===== config.mk =====
export PLATFORM = sky130hd
export DESIGN_NAME = game_credit_ctrl
export DESIGN_NICKNAME = d
export VERILOG_FILES = /design/src/rtl/game_credit_pkg.sv /design/src/rtl/game_credit_chan.sv /design/src/rtl/game_credit_ctrl.sv
export SDC_FILE = /design/constraint.sdc
export NUM_CORES = 1
export LEC_CHECK = 0
export BUFFER_PORTS_ARGS = -buffer_cell sky130_fd_sc_hd__buf_4
export CAP_MARGIN = 40
export CORE_ASPECT_RATIO = 1.75
export CORE_MARGIN = 5
export CORE_UTILIZATION = 53
export DETAILED_ROUTE_END_ITERATION = 10
export HOLD_SLACK_MARGIN = 0.1
export PLACE_DENSITY = 0.78
export SKIP_LAST_GASP = 1
export SYNTH_ARGS = -nofsm -noshare
export SYNTH_HDL_FRONTEND = slang
export SYNTH_SLANG_ARGS = --single-unit

===== constraint.sdc =====
create_clock -name clk -period 4.3 [get_ports clk]
set_clock_uncertainty 0.2 [all_clocks]
set_input_delay 0.215 -clock clk [delete_from_list [all_inputs] [get_ports clk]]
set_output_delay 0.215 -clock clk [all_outputs]
set_load 0.02 [all_outputs]

===== src/rtl/game_credit_pkg.sv =====
// Shared types and arithmetic helpers for the multi-channel game credit controller.
package game_credit_pkg;

  // Helper datapath width; channels keep the low W bits.
  localparam int CW = 32;

  typedef enum logic [1:0] {EMPTY, RUN, LOW, PAUSE} state_t;

  function automatic logic [CW-1:0] cost_of(input logic [1:0] boost);
    return CW'(1) << boost;
  endfunction

  // Returns {ovf, sum}; sum clamps to 2^w-1.
  function automatic logic [CW:0] sat_add(input logic [CW-1:0] a,
                                          input logic [CW-1:0] b,
                                          input int w);
    logic [CW:0] sum;
    logic [CW:0] max;
    sum = {1'b0, a} + {1'b0, b};
    max = ((CW+1)'(1) << w) - (CW+1)'(1);
    if (sum > max) return {1'b1, max[CW-1:0]};
    return {1'b0, sum[CW-1:0]};
  endfunction

endpackage


===== src/rtl/game_credit_chan.sv =====
// One credit channel: saturating top-up, rate-selectable drain, status FSM and pulses.
module game_credit_chan
  import game_credit_pkg::*;
#(
  parameter int W      = 10,
  parameter int LOW_TH = 10
) (
  input  logic         clk,
  input  logic         rst_n,
  input  logic [W-1:0] money,
  input  logic         set,
  input  logic [1:0]   boost,
  input  logic         pause,
  output logic [W-1:0] remain,
  output logic         yellow,
  output logic         red,
  output logic         paused,
  output logic         expire,
  output logic         ovf
);

  state_t       state, state_nxt;
  logic [W-1:0] rem_nxt;
  logic         exp_nxt, ovf_nxt;
  logic [CW-1:0] cost_w;
  logic [CW:0]   sum_w;
  logic [W-1:0]  cost;

  assign cost_w = cost_of(boost);
  assign cost   = cost_w[W-1:0];
  assign sum_w  = sat_add(CW'(remain), CW'(money), W);

  // Upper helper bits are zero by construction for W-bit operands.
  logic unused_hi;
  assign unused_hi = ^{cost_w[CW-1:W], sum_w[CW-1:W]};

  always_comb begin
    rem_nxt = remain;
    exp_nxt = 1'b0;
    ovf_nxt = 1'b0;
    if (set) begin
      rem_nxt = sum_w[W-1:0];
      ovf_nxt = sum_w[CW];
    end else if (!pause && remain != '0) begin
      rem_nxt = (remain >= cost) ? remain - cost : '0;
      exp_nxt = (rem_nxt == '0);
    end

    // Empty wins over pause so a drained channel never reads as paused.
    if (rem_nxt == '0)              state_nxt = EMPTY;
    else if (pause)                 state_nxt = PAUSE;
    else if (rem_nxt < W'(LOW_TH))  state_nxt = LOW;
    else                            state_nxt = RUN;
  end

  always_ff @(posedge clk or negedge rst_n) begin
    if (!rst_n) begin
      state  <= EMPTY;
      remain <= '0;
      expire <= 1'b0;
      ovf    <= 1'b0;
    end else begin
      state  <= state_nxt;
      remain <= rem_nxt;
      expire <= exp_nxt;
      ovf    <= ovf_nxt;
    end
  end

  assign red    = (state == EMPTY);
  assign yellow = (state == LOW);
  assign paused = (state == PAUSE);

endmodule


===== src/rtl/game_credit_ctrl.sv =====
// N_CH independent credit channels sharing packed input/output buses.
module game_credit_ctrl
  import game_credit_pkg::*;
#(
  parameter int N_CH   = 2,
  parameter int W      = 10,
  parameter int LOW_TH = 10
) (
  input  logic              clk,
  input  logic              rst_n,
  input  logic [N_CH*W-1:0] money,
  input  logic [N_CH-1:0]   set,
  input  logic [N_CH*2-1:0] boost,
  input  logic [N_CH-1:0]   pause,
  output logic [N_CH*W-1:0] remain,
  output logic [N_CH-1:0]   yellow,
  output logic [N_CH-1:0]   red,
  output logic [N_CH-1:0]   paused,
  output logic [N_CH-1:0]   expire,
  output logic [N_CH-1:0]   ovf
);

  for (genvar i = 0; i < N_CH; i++) begin : g_ch
    game_credit_chan #(.W(W), .LOW_TH(LOW_TH)) u_chan (
      .clk    (clk),
      .rst_n  (rst_n),
      .money  (money[i*W +: W]),
      .set    (set[i]),
      .boost  (boost[i*2 +: 2]),
      .pause  (pause[i]),
      .remain (remain[i*W +: W]),
      .yellow (yellow[i]),
      .red    (red[i]),
      .paused (paused[i]),
      .expire (expire[i]),
      .ovf    (ovf[i])
    );
  end

endmodule

==> results of run 1 <==
[synth_stat cells, types with 3 or more instances]
| library cell | instances | share of area |
|---|---|---|
| ha_1 | 28 | 0.11 |
| o21ai_0 | 15 | 0.023 |
| nor2b_1 | 6 | 0.011 |
| nor4_1 | 10 | 0.019 |
| nand4_1 | 7 | 0.013 |
| and2_1 | 4 | 0.0076 |
| or2_2 | 9 | 0.017 |
| xor2_1 | 4 | 0.011 |
| nand3_1 | 15 | 0.023 |
| clkbuf_1 | 12 | 0.014 |
| nor2_1 | 32 | 0.037 |
| a21oi_1 | 36 | 0.055 |
| o41ai_1 | 3 | 0.0080 |
| and4_1 | 3 | 0.0080 |
| o311ai_0 | 4 | 0.011 |
| inv_1 | 14 | 0.016 |
| nand2_1 | 26 | 0.030 |
| and3_1 | 3 | 0.0057 |
| or4_1 | 5 | 0.011 |
| a21o_1 | 8 | 0.018 |
| a211o_1 | 3 | 0.0080 |
| nor3_1 | 9 | 0.014 |
| or3_1 | 5 | 0.0096 |
| mux2i_1 | 3 | 0.0092 |
| nand2b_1 | 10 | 0.019 |
| o31ai_1 | 4 | 0.0092 |
| o221ai_1 | 3 | 0.0080 |
| o211ai_1 | 5 | 0.011 |
| a211oi_1 | 4 | 0.0092 |
| a31oi_1 | 8 | 0.015 |
| dfrtp_1 | 28 | 0.21 |
| nor3b_1 | 3 | 0.0069 |
| buf_4 | 10 | 0.023 |
| a311oi_1 | 3 | 0.0080 |
| a22oi_1 | 4 | 0.0092 |
| o21a_1 | 6 | 0.014 |
| xnor2_1 | 11 | 0.029 |
| fa_1 | 4 | 0.024 |
[power breakdown]
part	switching [mW]	internal [mW]	total [mW]	leakage, nW
clock	0.0786	0.125	0.203	0.0357
combinational	1.04	0.729	1.77	1.23
sequential	0.231	0.353	0.584	0.308
[metal layers]
| metal | vias to the layer above | share of wire |
|---|---|---|
| li1 | 1648 | - |
| met2 | 181 | 0.53 |
| met3 | 60 | 0.051 |
| met1 | 1622 | 0.32 |
| met4 | 0 | 0.096 |
| met5 | - | 0 |
[layout by cell type, fill, tap and decap left out, drive strengths merged, types with 6 or more instances in the layout]
| cell | synthesis | layout |
|---|---|---|
| a21o | 8 | 8 |
| a21oi | 36 | 36 |
| a31oi | 8 | 8 |
| buf | 10 | 61 |
| dfrtp | 28 | 28 |
| ha | 28 | 28 |
| inv | 14 | 14 |
| nand2 | 26 | 26 |
| nand2b | 10 | 10 |
| nand3 | 15 | 15 |
| nand4 | 7 | 7 |
| nor2 | 32 | 32 |
| nor2b | 6 | 6 |
| nor3 | 9 | 9 |
| nor4 | 11 | 11 |
| o21a | 6 | 6 |
| o21ai | 17 | 17 |
| or2 | 9 | 9 |
| or3 | 7 | 7 |
| or4 | 7 | 7 |
| xnor2 | 11 | 11 |
[cells by family (layout without fill, tap and decap cells)]
logic type               Yosys count  after routing
flip-flops                        28             28
XOR/XNOR                          15             15
multiplexers                       3              3
buffers and inverters             37             81
AND/OR/NAND/NOR                  160            160
adder cells (fa/ha/maj)           32             32
AO/OA/AOI/OAI                    133            133
[timing repair]
action | 4_1_cts | 5_1_grt
endpoints found under the setup margin | 0 | 0
endpoints found under the hold margin | 28 | 0
hold buffers | 1 | 0
[worst max path at each step]
stage / startpoint / endpoint / slack, ns / cells past startpoint
2_1_floorplan: g_ch[1].u_chan.remain[0]$_DFF_PN0_ / g_ch[1].u_chan.state[1]$_DFF_PN0_ / 1.13 / 9
3_3_place_gp: g_ch[1].u_chan.remain[0]$_DFF_PN0_ / g_ch[1].u_chan.state[0]$_DFF_PN0_ / 0.76 / 8
3_5_place_dp: g_ch[1].u_chan.remain[0]$_DFF_PN0_ / g_ch[1].u_chan.state[0]$_DFF_PN0_ / 0.64 / 8
4_1_cts: g_ch[1].u_chan.remain[0]$_DFF_PN0_ / g_ch[1].u_chan.state[0]$_DFF_PN0_ / 0.62 / 8
5_1_grt: g_ch[1].u_chan.remain[0]$_DFF_PN0_ / g_ch[1].u_chan.state[0]$_DFF_PN0_ / 0.34 / 8
6_report: g_ch[1].u_chan.remain[0]$_DFF_PN0_ / g_ch[1].u_chan.state[0]$_DFF_PN0_ / 0.61 / 8
[state kept, by name (all words and copies together) (netlist names)]
name	flops
g_ch.u_chan.remain	20
g_ch.u_chan.state	4
g_ch.u_chan.ovf	2
g_ch.u_chan.expire	2
[final cells by class]
class / count / area, µm²
Inverter: 15 / 56.30
Timing Repair Buffer: 62 / 467.9
Clock inverter: 1 / 30.03
Multi-Input combinational cell: 343 / 2396
Clock buffer: 3 / 41.29
Fill cell: 593 / 2341
Sequential cell: 28 / 700.7
Tap cell: 80 / 100.1
==> results.md, run 1 <==
- Status: finished, final reports clean
- Largest net degree at the start of global routing: 29
- Post_cts resized: 0
- Chip width: 69.41 µm
- Crit path arrival time: 3.63 ns
- F_max: 271.1 MHz
- Worst Path Buf+Inv: 0
- Top-level I/O count: 60
- Met1 Use GR: 0.2395
- Tcrit/Tclk final: 0.8579
- Port Buf Inserts: 59
- Vias in the first global route: 3565
- Clk slew on worst S/H paths: 0.09 ns
- Post-synthesis simple-gate area fraction: 0.2726
- Max FO, Critical Path: 8
- Hold Path Class: input pin to flop
- Most used DFF post-synth: dfrtp_1
- Pre-CTS WS: 0.6356 ns
- Mapped Area: 3273 µm²
- Adder-Cell Fraction of Synth Area: 0.1315
- # setup viols final: 0
- Met2 Usage GRT: 0.5134
- Power Dens Cells: 675.0 nW/µm²
- H-tree levels: 1
- Core area: 6133 µm²
- EDFF count, synth: 0
- Unique masters post-synth: 70
- Max incr delay on CP: 0.81 ns
- Slowest-stage cell, CP: o311ai_1
- Final worst slack: 0.6109 ns
- R2R Setup Slk: 0.61 ns
- Crit path cell chain: ha_1 -> fa_1 -> a211oi_1 -> nor3_1 -> o311ai_1 -> nand2_1 -> nor4_1 -> o21ai_0
- Top delay family on crit path: compound AO/OA/AOI/OAI gates
- Critical register-to-register path startpoint: g_ch[1].u_chan.remain[0]$_DFF_PN0_
- Total routed wirelength: 10600 µm
- Max Slew Vio Count: 0
- Placed insts: 527
- Vias per cell: 6.600
- First-pass GRT wire length: 16970 µm
- ANT cells: 0
- Tot Pwr: 2.560 mW
- Largest family of logic cells by synthesized area: compound AO/OA/AOI/OAI gates
- Minimum clock period: 3.689 ns
- Syn Inst Count: 408
- Share of cells above drive strength 1: 0.1814
- Mux contribution to synthesized area: 0.009174
- Placement Cell Area: 3711 µm²
- Post-Synth XOR/XNOR Area: 0.04014
- Max clock buf depth: 2
- Grt ovf: 0
- Compound-Gate Fraction of Synth Area: 0.2787
- Least-Margin Pin Slew: 0.9054 ns
- Vias: 3511
- Pleak: 1.570 nW
- Clk_lat worst skew: 0.27 ns
- Startpoint Class: flop
- Number of routed nets with antenna violations: 0
- DP Wirelength: 8560 µm
- First drt pass iteration count: 5
- Design area: 3792 µm²
- DR iter-0 viols: 263
- WS Path Type: flop to flop
- Final cell count without fillers: 532
- WL per Instance: 19.92 µm
- GP Congestion: 0.9327
- Peak VDD IR: 0.3980 mV
- R2R depth: 8
- Max-slew headroom: 0.3869
- Total CTS buffers: 3
- Sequential area share after synthesis: 0.2141
- Max Cap Viol: 0
- Met3 GRT Util: 0.03175
- Worst hold start: pause[0]
- FP Rows: 38
- GRT Util Overall: 0.2652
- Hold-critical path endpoint: g_ch[0].u_chan.state[1]$_DFF_PN0_
- Synth Area per Inst: 8.022 µm²
- CTS root buf: clkbuf_8
- CTS tree: built
- Clock Sinks: 28
- GRT busiest layer: met2
- Yosys reg bits: 28
- Unrepaired setup endpoints after global routing: false
- FFs w/ async S/R, synth: 1.000
- Final nets: 515
- Crit end category: flop
- Area grow syn2layout: 15.86%
- Final hold slack: 0.1217 ns
- Die Area: 7909 µm²
- Yosys warning count: 0
- Antenna violations before repair: 0
- Reg2Reg Capture Point: g_ch[1].u_chan.state[0]$_DFF_PN0_
- Setup TNS: 0 ns
- Crit path required time: 4.24 ns
- Post-CTS setup buffer count: 0
- Initial Utilization: 0.5337
- Finished Core Util: 0.6183
- Die span in y: 114.0 µm
- # DRC: 0
- Worst hold path depth: 2
- Final Hold Vio Count: 0
- Post-Syn Nets: 470
No activity file was read; power rests on OpenSTA's default activity.
==> inputs of run 2 (changes only) <==
- CORE_ASPECT_RATIO: 1.75 -> 0.75
- CTS_CLUSTER_SIZE: unset -> 24
- SLEW_MARGIN: unset -> 0
==> results.md, run 2 (synthesis gave the netlist of run 1 again) <==
- GRT Util Overall: 0.2427 (-0.02252)
- FP Rows: 24 (-37%)
- Port Buf Inserts: 59 (unchanged)
- Clk network pwr share: 0.055 (-0.024)
- Vias: 3535 (+0.68%)
- GP Congestion: 0.9413 (+0.92%)
- Reg2Reg Capture Point: g_ch[1].u_chan.state[1]$_DFF_PN0_
- DP Wirelength: 8016 µm (-6.4%)
- Most common cell after layout, fill and taps aside: buf_4
- Core area: 5916 µm² (-3.5%)
- ANT cells: 0 (unchanged)
- Crit path arrival time: 3.55 ns (-0.08 ns)
- Hold-critical path endpoint: g_ch[1].u_chan.state[0]$_DFF_PN0_
- R2R depth: 9 (+1)
- Switching power share of the total: 0.5379 (+0.009238)
- # hold bufs at CTS: 2 (+1)
- DR iter-0 viols: 455 (+73%)
- Die span in y: 78.06 µm (-32%)
- Internal: 1.148 mW (-4.8%)
- Met2 Usage GRT: 0.3160 (-0.1974)
- GRT busiest layer: met1
- Crit path required time: 4.30 ns (+0.06 ns)
- Critical register-to-register path startpoint: g_ch[1].u_chan.remain[0]$_DFF_PN0_
- Chip width: 100.7 µm (+45%)
- CTS root buf: clkbuf_8
- Crit end category: flop
- # DRC: 0 (unchanged)
- Vias in the first global route: 2934 (-18%)
- Max Cap Viol: 0 (unchanged)
- Status: finished, final reports clean
- Vias per cell: 6.682 (+1.3%)
- WL per Instance: 18.88 µm (-5.2%)
- Minimum clock period: 3.554 ns (-0.1353 ns)
- Tcrit/Tclk final: 0.8265 (-0.03146)
- Grt ovf: 0 (unchanged)
- Worst hold start: pause[1]
- P_sw: 1.337 mW (-1.2%)
- Worst hold path depth: 3 (+1)
- First-pass GRT wire length: 15350 µm (-9.6%)
- Regs by FF count: g_ch.u_chan.remain x20, g_ch.u_chan.state x4
- Startpoint Class: flop
- Largest net degree at the start of global routing: 29 (unchanged)
- Met1 Use GR: 0.4012 (+0.1617)
- Peak VDD IR: 0.3434 mV (-14%)
- Initial Utilization: 0.5533 (+0.01964)
- Least-Margin Pin Slew: 0.8757 ns (-0.02971 ns)
- Pleak: 1.555 nW (-0.98%)
- H-tree levels: 1 (unchanged)
- Max FO, Critical Path: 8 (unchanged)
- Clock Sinks: 28 (unchanged)
- Flop pwr share: 0.227 (about the same)
- Unrepaired setup endpoints after global routing: false
- Clk slew on worst S/H paths: 0.08 ns (about the same)
- Final Hold Vio Count: 0 (unchanged)
- Setup TNS: 0 ns (unchanged)
- Met3 GRT Util: 0.06023 (+0.02848)
- Total routed wirelength: 9986 µm (-5.8%)
- Max clock buf depth: 2 (unchanged)
- R2R Setup Slk: 0.75 ns (+0.14 ns)
- Post-CTS setup buffer count: 0 (unchanged)
- Top-level I/O count: 60 (unchanged)
- CTS tree: built
- Antenna violations before repair: 0 (unchanged)
- Die Area: 7864 µm² (-0.58%)
- Hold Path Class: input pin to flop
- Power Dens Cells: 660.5 nW/µm² (-2.1%)
- Max-slew headroom: 0.4070 (+0.02012)
- Clk_lat worst skew: 0.27 ns (about the same)
- F_max: 281.4 MHz (+3.8%)
- Final hold slack: 0.1221 ns (+0.0003690 ns)
- Most frequent cells in the layout: 60 x buf_4, 36 x a21oi_1, 32 x nor2_1, 28 x ha_1, 28 x dfrtp_1
- WS Path Type: flop to flop
- Design area: 3762 µm² (-0.79%)
- Logic gate share of total power: 0.718 (+0.026)
- # setup viols final: 0 (unchanged)
- Number of routed nets with antenna violations: 0 (unchanged)
- Post_cts resized: 0 (unchanged)
- Max Slew Vio Count: 0 (unchanged)
- Biggest register: g_ch.u_chan.remain
- Largest register FFs: 20 (unchanged)
- Final nets: 515 (unchanged)
- Total CTS buffers: 3 (unchanged)
- First drt pass iteration count: 5 (unchanged)
- Share of cells above drive strength 1: 0.1774 (-0.004032)
- Placement Cell Area: 3701 µm² (-0.27%)
- Area grow syn2layout: 14.95%
## run 2: cell types whose count changed in the layout (fill, tap and decap cells not counted), sizes merged
cell         change
buf              -1
dlygate4sd3      +1
bufinv           -1
## run 2: how the worst max path moves through the flow
stage,from,end,slack (ns),depth (start not counted)
2_1_floorplan,g_ch[1].u_chan.remain[0]$_DFF_PN0_,g_ch[1].u_chan.state[1]$_DFF_PN0_,1.13,9
3_3_place_gp,g_ch[1].u_chan.remain[0]$_DFF_PN0_,g_ch[1].u_chan.state[1]$_DFF_PN0_,1.03,9
3_5_place_dp,g_ch[1].u_chan.remain[0]$_DFF_PN0_,g_ch[1].u_chan.state[1]$_DFF_PN0_,0.88,9
4_1_cts,g_ch[1].u_chan.remain[0]$_DFF_PN0_,g_ch[1].u_chan.state[1]$_DFF_PN0_,0.85,9
5_1_grt,g_ch[1].u_chan.remain[0]$_DFF_PN0_,g_ch[1].u_chan.state[1]$_DFF_PN0_,0.39,8
6_report,g_ch[1].u_chan.remain[0]$_DFF_PN0_,g_ch[1].u_chan.state[1]$_DFF_PN0_,0.75,9
## run 2: worst max-delay path, cell delays in order (launching register included)
cell       delay (ns)
dfrtp_1          0.41
ha_1             0.25
fa_1             0.43
a211oi_1         0.40
nor3_1           0.16
o311ai_1         0.79
nand2_1          0.17
nand4bb_1        0.25
o31a_1           0.30
a21oi_1          0.11
## run 2: metal layers
layer / wire length [µm] / vias to the layer above / part of all wire
li1: - / 1655 / -
met5: 0 / - / 0
met4: 51 / 0 / 0.0051
met1: 4565 / 1628 / 0.46
met2: 3887 / 241 / 0.39
met3: 1481 / 11 / 0.15
## run 2: stage by stage
step | power (mW) | std cells | utilization | worst slack, ns
after global placement | 2.261 | 524 | 0.6256 | 1.033
after CTS | 2.437 | 529 | 0.6360 | 0.8504
after global routing | 2.656 | 529 | 0.6360 | 0.3931
after floorplan | 1.744 | 408 | - | 1.133
after detailed placement | 2.289 | 524 | 0.6256 | 0.8809
final | 2.485 | 529 | 0.6360 | 0.7462
## run 2: cell type report
type	count	area (µm²)
clock buffers	3	41.29
fillers	521	2153
inverters	15	56.30
multi-input cells	343	2396
flip-flops and latches	28	700.7
well taps	78	97.59
repair buffers	62	470.5
## run 2: power groups by stage
stage	clock network (mW)	logic (mW)	registers [mW]
after floorplan	0	1.15	0.591
after global placement	0	1.70	0.558
after detailed placement	0	1.73	0.559
after CTS	0.142	1.74	0.553
after global routing	0.157	1.92	0.578
final	0.136	1.79	0.564
==> inputs of run 3 (changes only) <==
- CORE_UTILIZATION: 53 -> 52
- PLACE_DENSITY: 0.78 -> 0.79
- clock period: 4.3 -> 2.9 ns (I/O delays scaled with it)
==> results.md, run 3 (synthesis gave the netlist of run 1 again) <==
- R2R depth: 13 (+4)
- # setup viols final: 4 (+4)
- Final cell count without fillers: 618 (+17%)
- Status: finished with violations
- Minimum clock period: 2.957 ns (-0.5968 ns)
- Flop pwr share: 0.145 (-0.082)
- Die span in y: 78.71 µm (+0.84%)
- Critical register-to-register path startpoint: g_ch[0].u_chan.remain[0]$_DFF_PN0_
- Least-Margin Pin Slew: 0.4665 ns (-0.4092 ns)
- Tcrit/Tclk final: 1.020 (+0.1932)
- DR iter-0 viols: 409 (-10%)
- Crit path arrival time: 2.91 ns (-0.64 ns)
- Top-level I/O count: 60 (unchanged)
- Vias: 3902 (+10%)
- Clk slew on worst S/H paths: 0.09 ns (about the same)
- Share of cells above drive strength 1: 0.3873 (+0.2100)
- WS Path Type: flop to flop
- Most frequent cells in the layout: 142 x buf_4, 32 x nor2_1, 30 x a21oi_1, 26 x ha_1
- # DRC: 0 (unchanged)
- Violated checks: setup timing
- Grt ovf: 0 (unchanged)
- GP Congestion: 0.9591 (+1.9%)
- Clk_lat worst skew: 0.27 ns (about the same)
- Placed insts: 599 (+14%)
- H-tree levels: 1 (unchanged)
- Core area: 6225 µm² (+5.2%)
- Area grow syn2layout: 44.34%
- GRT Util Overall: 0.2678 (+0.02510)
- Biggest register: g_ch.u_chan.remain
- Max FO, Critical Path: 5 (-3)
- Fill cell count: 457 (-12%)
- Switching power share of the total: 0.4861 (-0.05175)
- WL per Instance: 18.64 µm (-1.2%)
- ANT cells: 0 (unchanged)
- Max-slew headroom: 0.6879 (+0.2809)
- Clock Sinks: 28 (unchanged)
- Number of routed nets with antenna violations: 0 (unchanged)
- Vias in the first global route: 3448 (+18%)
- Finished Core Util: 0.7590 (+0.1230)
- Max Slew Vio Count: 0 (unchanged)
- Final hold slack: 0.1137 ns (-0.008395 ns)
- First drt pass iteration count: 6 (+1)
- R2R Setup Slk: -0.06 ns (-0.80 ns)
- Setup TNS: -0.1212 ns (-0.1212 ns)
- CTS root buf: clkbuf_8
- Crit path launch: g_ch[0].u_chan.remain[0]$_DFF_PN0_
- CTS tree: built
- Slowest-stage cell, CP: dfrtp_2
- Crit path cell chain: inv_2 -> ha_4 -> inv_2 -> fa_2 -> a21o_1 -> buf_4 -> a21o_1 -> o211ai_1 -> o221ai_2 -> o311ai_4 -> nor2_1 -> nor4b_2 -> a2bb2oi_1
- Total CTS buffers: 3 (unchanged)
- Unrepaired setup endpoints after global routing: true
- Initial Utilization: 0.5258 (-0.02747)
- Regs by FF count: g_ch.u_chan.remain x20, g_ch.u_chan.state x4
- Most common cell after layout, fill and taps aside: buf_4
- Design area: 4725 µm² (+26%)
- Port Buf Inserts: 59 (unchanged)
- Logic gate share of total power: 0.794 (+0.076)
- Pleak: 2.016 nW (+30%)
- Startpoint Class: flop
- Critical Path Sink: g_ch[0].u_chan.state[1]$_DFF_PN0_
- FP Rows: 25 (+4.2%)
- Die Area: 7998 µm² (+1.7%)
- Power Dens Cells: 1033 nW/µm² (+56%)
- Clk network pwr share: 0.061 (+0.006)
- Max incr delay on CP: 0.46 ns (-0.33 ns)
- Chip width: 101.6 µm (+0.86%)
- Crit end category: flop
- Final worst slack: -0.05704 ns (-0.8032 ns)
- F_max: 338.2 MHz (+20%)
- Max clock buf depth: 2 (unchanged)
- Max Cap Viol: 0 (unchanged)
- Final nets: 600 (+17%)
- Reg2Reg Capture Point: g_ch[0].u_chan.state[1]$_DFF_PN0_
- Internal: 2.508 mW (+120%)
- First-pass GRT wire length: 17410 µm (+13%)
- Hold Path Class: input pin to async pin
- Total routed wirelength: 11520 µm (+15%)
- Final Hold Vio Count: 0 (unchanged)
- Largest register FFs: 20 (unchanged)
- Largest net degree at the start of global routing: 29 (unchanged)
- Vias per cell: 6.314 (-5.5%)
- Placement Cell Area: 4278 µm² (+16%)
- P_sw: 2.372 mW (+77%)
- Crit path required time: 2.85 ns (-1.45 ns)
- Peak VDD IR: 0.7070 mV (+110%)
- Antenna violations before repair: 0 (unchanged)
- DP Wirelength: 8599 µm (+7.3%)
-- run 3: cell count changes in the layout (fill, tap and decap cells not counted), moves of 4 or more --
cell | before | now
o21ai_1 | 2 | 6
inv_1 | 14 | 10
buf_4 | 60 | 142
fa_2 | 0 | 4
a21oi_1 | 36 | 30
fa_1 | 4 | 0
a21oi_2 | 0 | 4
o21ai_0 | 15 | 10
inv_2 | 0 | 4
-- run 3: per-stage QoR --
step / setup slack (ns) / total power [mW]
finish: -0.05704 / 4.880
global route: -0.1381 / 5.203
CTS: -0.08480 / 4.469
detailed placement: -0.1912 / 4.014
global placement: -0.07829 / 3.958
floorplan: 0.003704 / 2.624
-- run 3: power groups by stage --
stage / Clock (mW) / Combinational [mW] / Sequential (mW)
6_report: 0.299 / 3.88 / 0.706
5_1_grt: 0.328 / 4.15 / 0.722
4_1_cts: 0.303 / 3.47 / 0.694
3_5_place_dp: 0 / 3.32 / 0.699
3_3_place_gp: 0 / 3.26 / 0.701
2_1_floorplan: 0 / 1.75 / 0.878
-- run 3: how the worst min path moves through the flow --
stage               startpoint                            endpoint  slack, ns  depth (start not counted)
global placement         rst_n     g_ch[1].u_chan.expire$_DFF_PN0_      -0.13                          1
floorplan                rst_n     g_ch[0].u_chan.expire$_DFF_PN0_      -0.35                          0
CTS                      rst_n        g_ch[1].u_chan.ovf$_DFF_PN0_       0.12                          2
detailed placement       rst_n        g_ch[1].u_chan.ovf$_DFF_PN0_      -0.12                          1
global route             rst_n  g_ch[1].u_chan.remain[1]$_DFF_PN0_       0.13                          2
finish                   rst_n  g_ch[1].u_chan.remain[1]$_DFF_PN0_       0.11                          2
-- run 3: worst max-delay path: cells and delay by family (launching register included) --
kind            cells  cell delay, ns
fa+ha+maj           2            0.48
buf+inv             3            0.27
simple gates        2            0.23
flops               1            0.46
compound gates      6            1.18
-- run 3: repair_timing --
item / 4_1_cts / 5_1_grt
pin swaps: 10 / 22
resized for setup: 20 / 37
hold buffers: 4 / 0
endpoints found under the hold margin: 32 / 0
endpoints found under the setup margin: 4 / 5
buffers inserted: 3 / 8
-- run 3: area by class of cell --
| cell class | instances | area, µm² | area share |
|---|---|---|---|
| flip-flops and latches | 28 | 704.4 | 0.1491 |
| well taps | 81 | 101.3 | 0.02145 |
| inverters | 15 | 56.30 | 0.01192 |
| repair buffers | 147 | 1117 | 0.2365 |
| multi-input cells | 343 | 2674 | 0.5659 |
| clock buffers | 3 | 41.29 | 0.008739 |
| clock inverters | 1 | 30.03 | 0.006356 |
-- run 3: metal layers --
layer / global-route usage / wire length (µm) / vias up / share of wire
met3: 0.06234 / 1307 / 23 / 0.11
met1: 0.4203 / 5235 / 1798 / 0.45
met5: 0 / 0 / - / 0
li1: - / - / 1819 / -
met4: 0.01461 / 97 / 0 / 0.0084
met2: 0.3871 / 4879 / 262 / 0.42
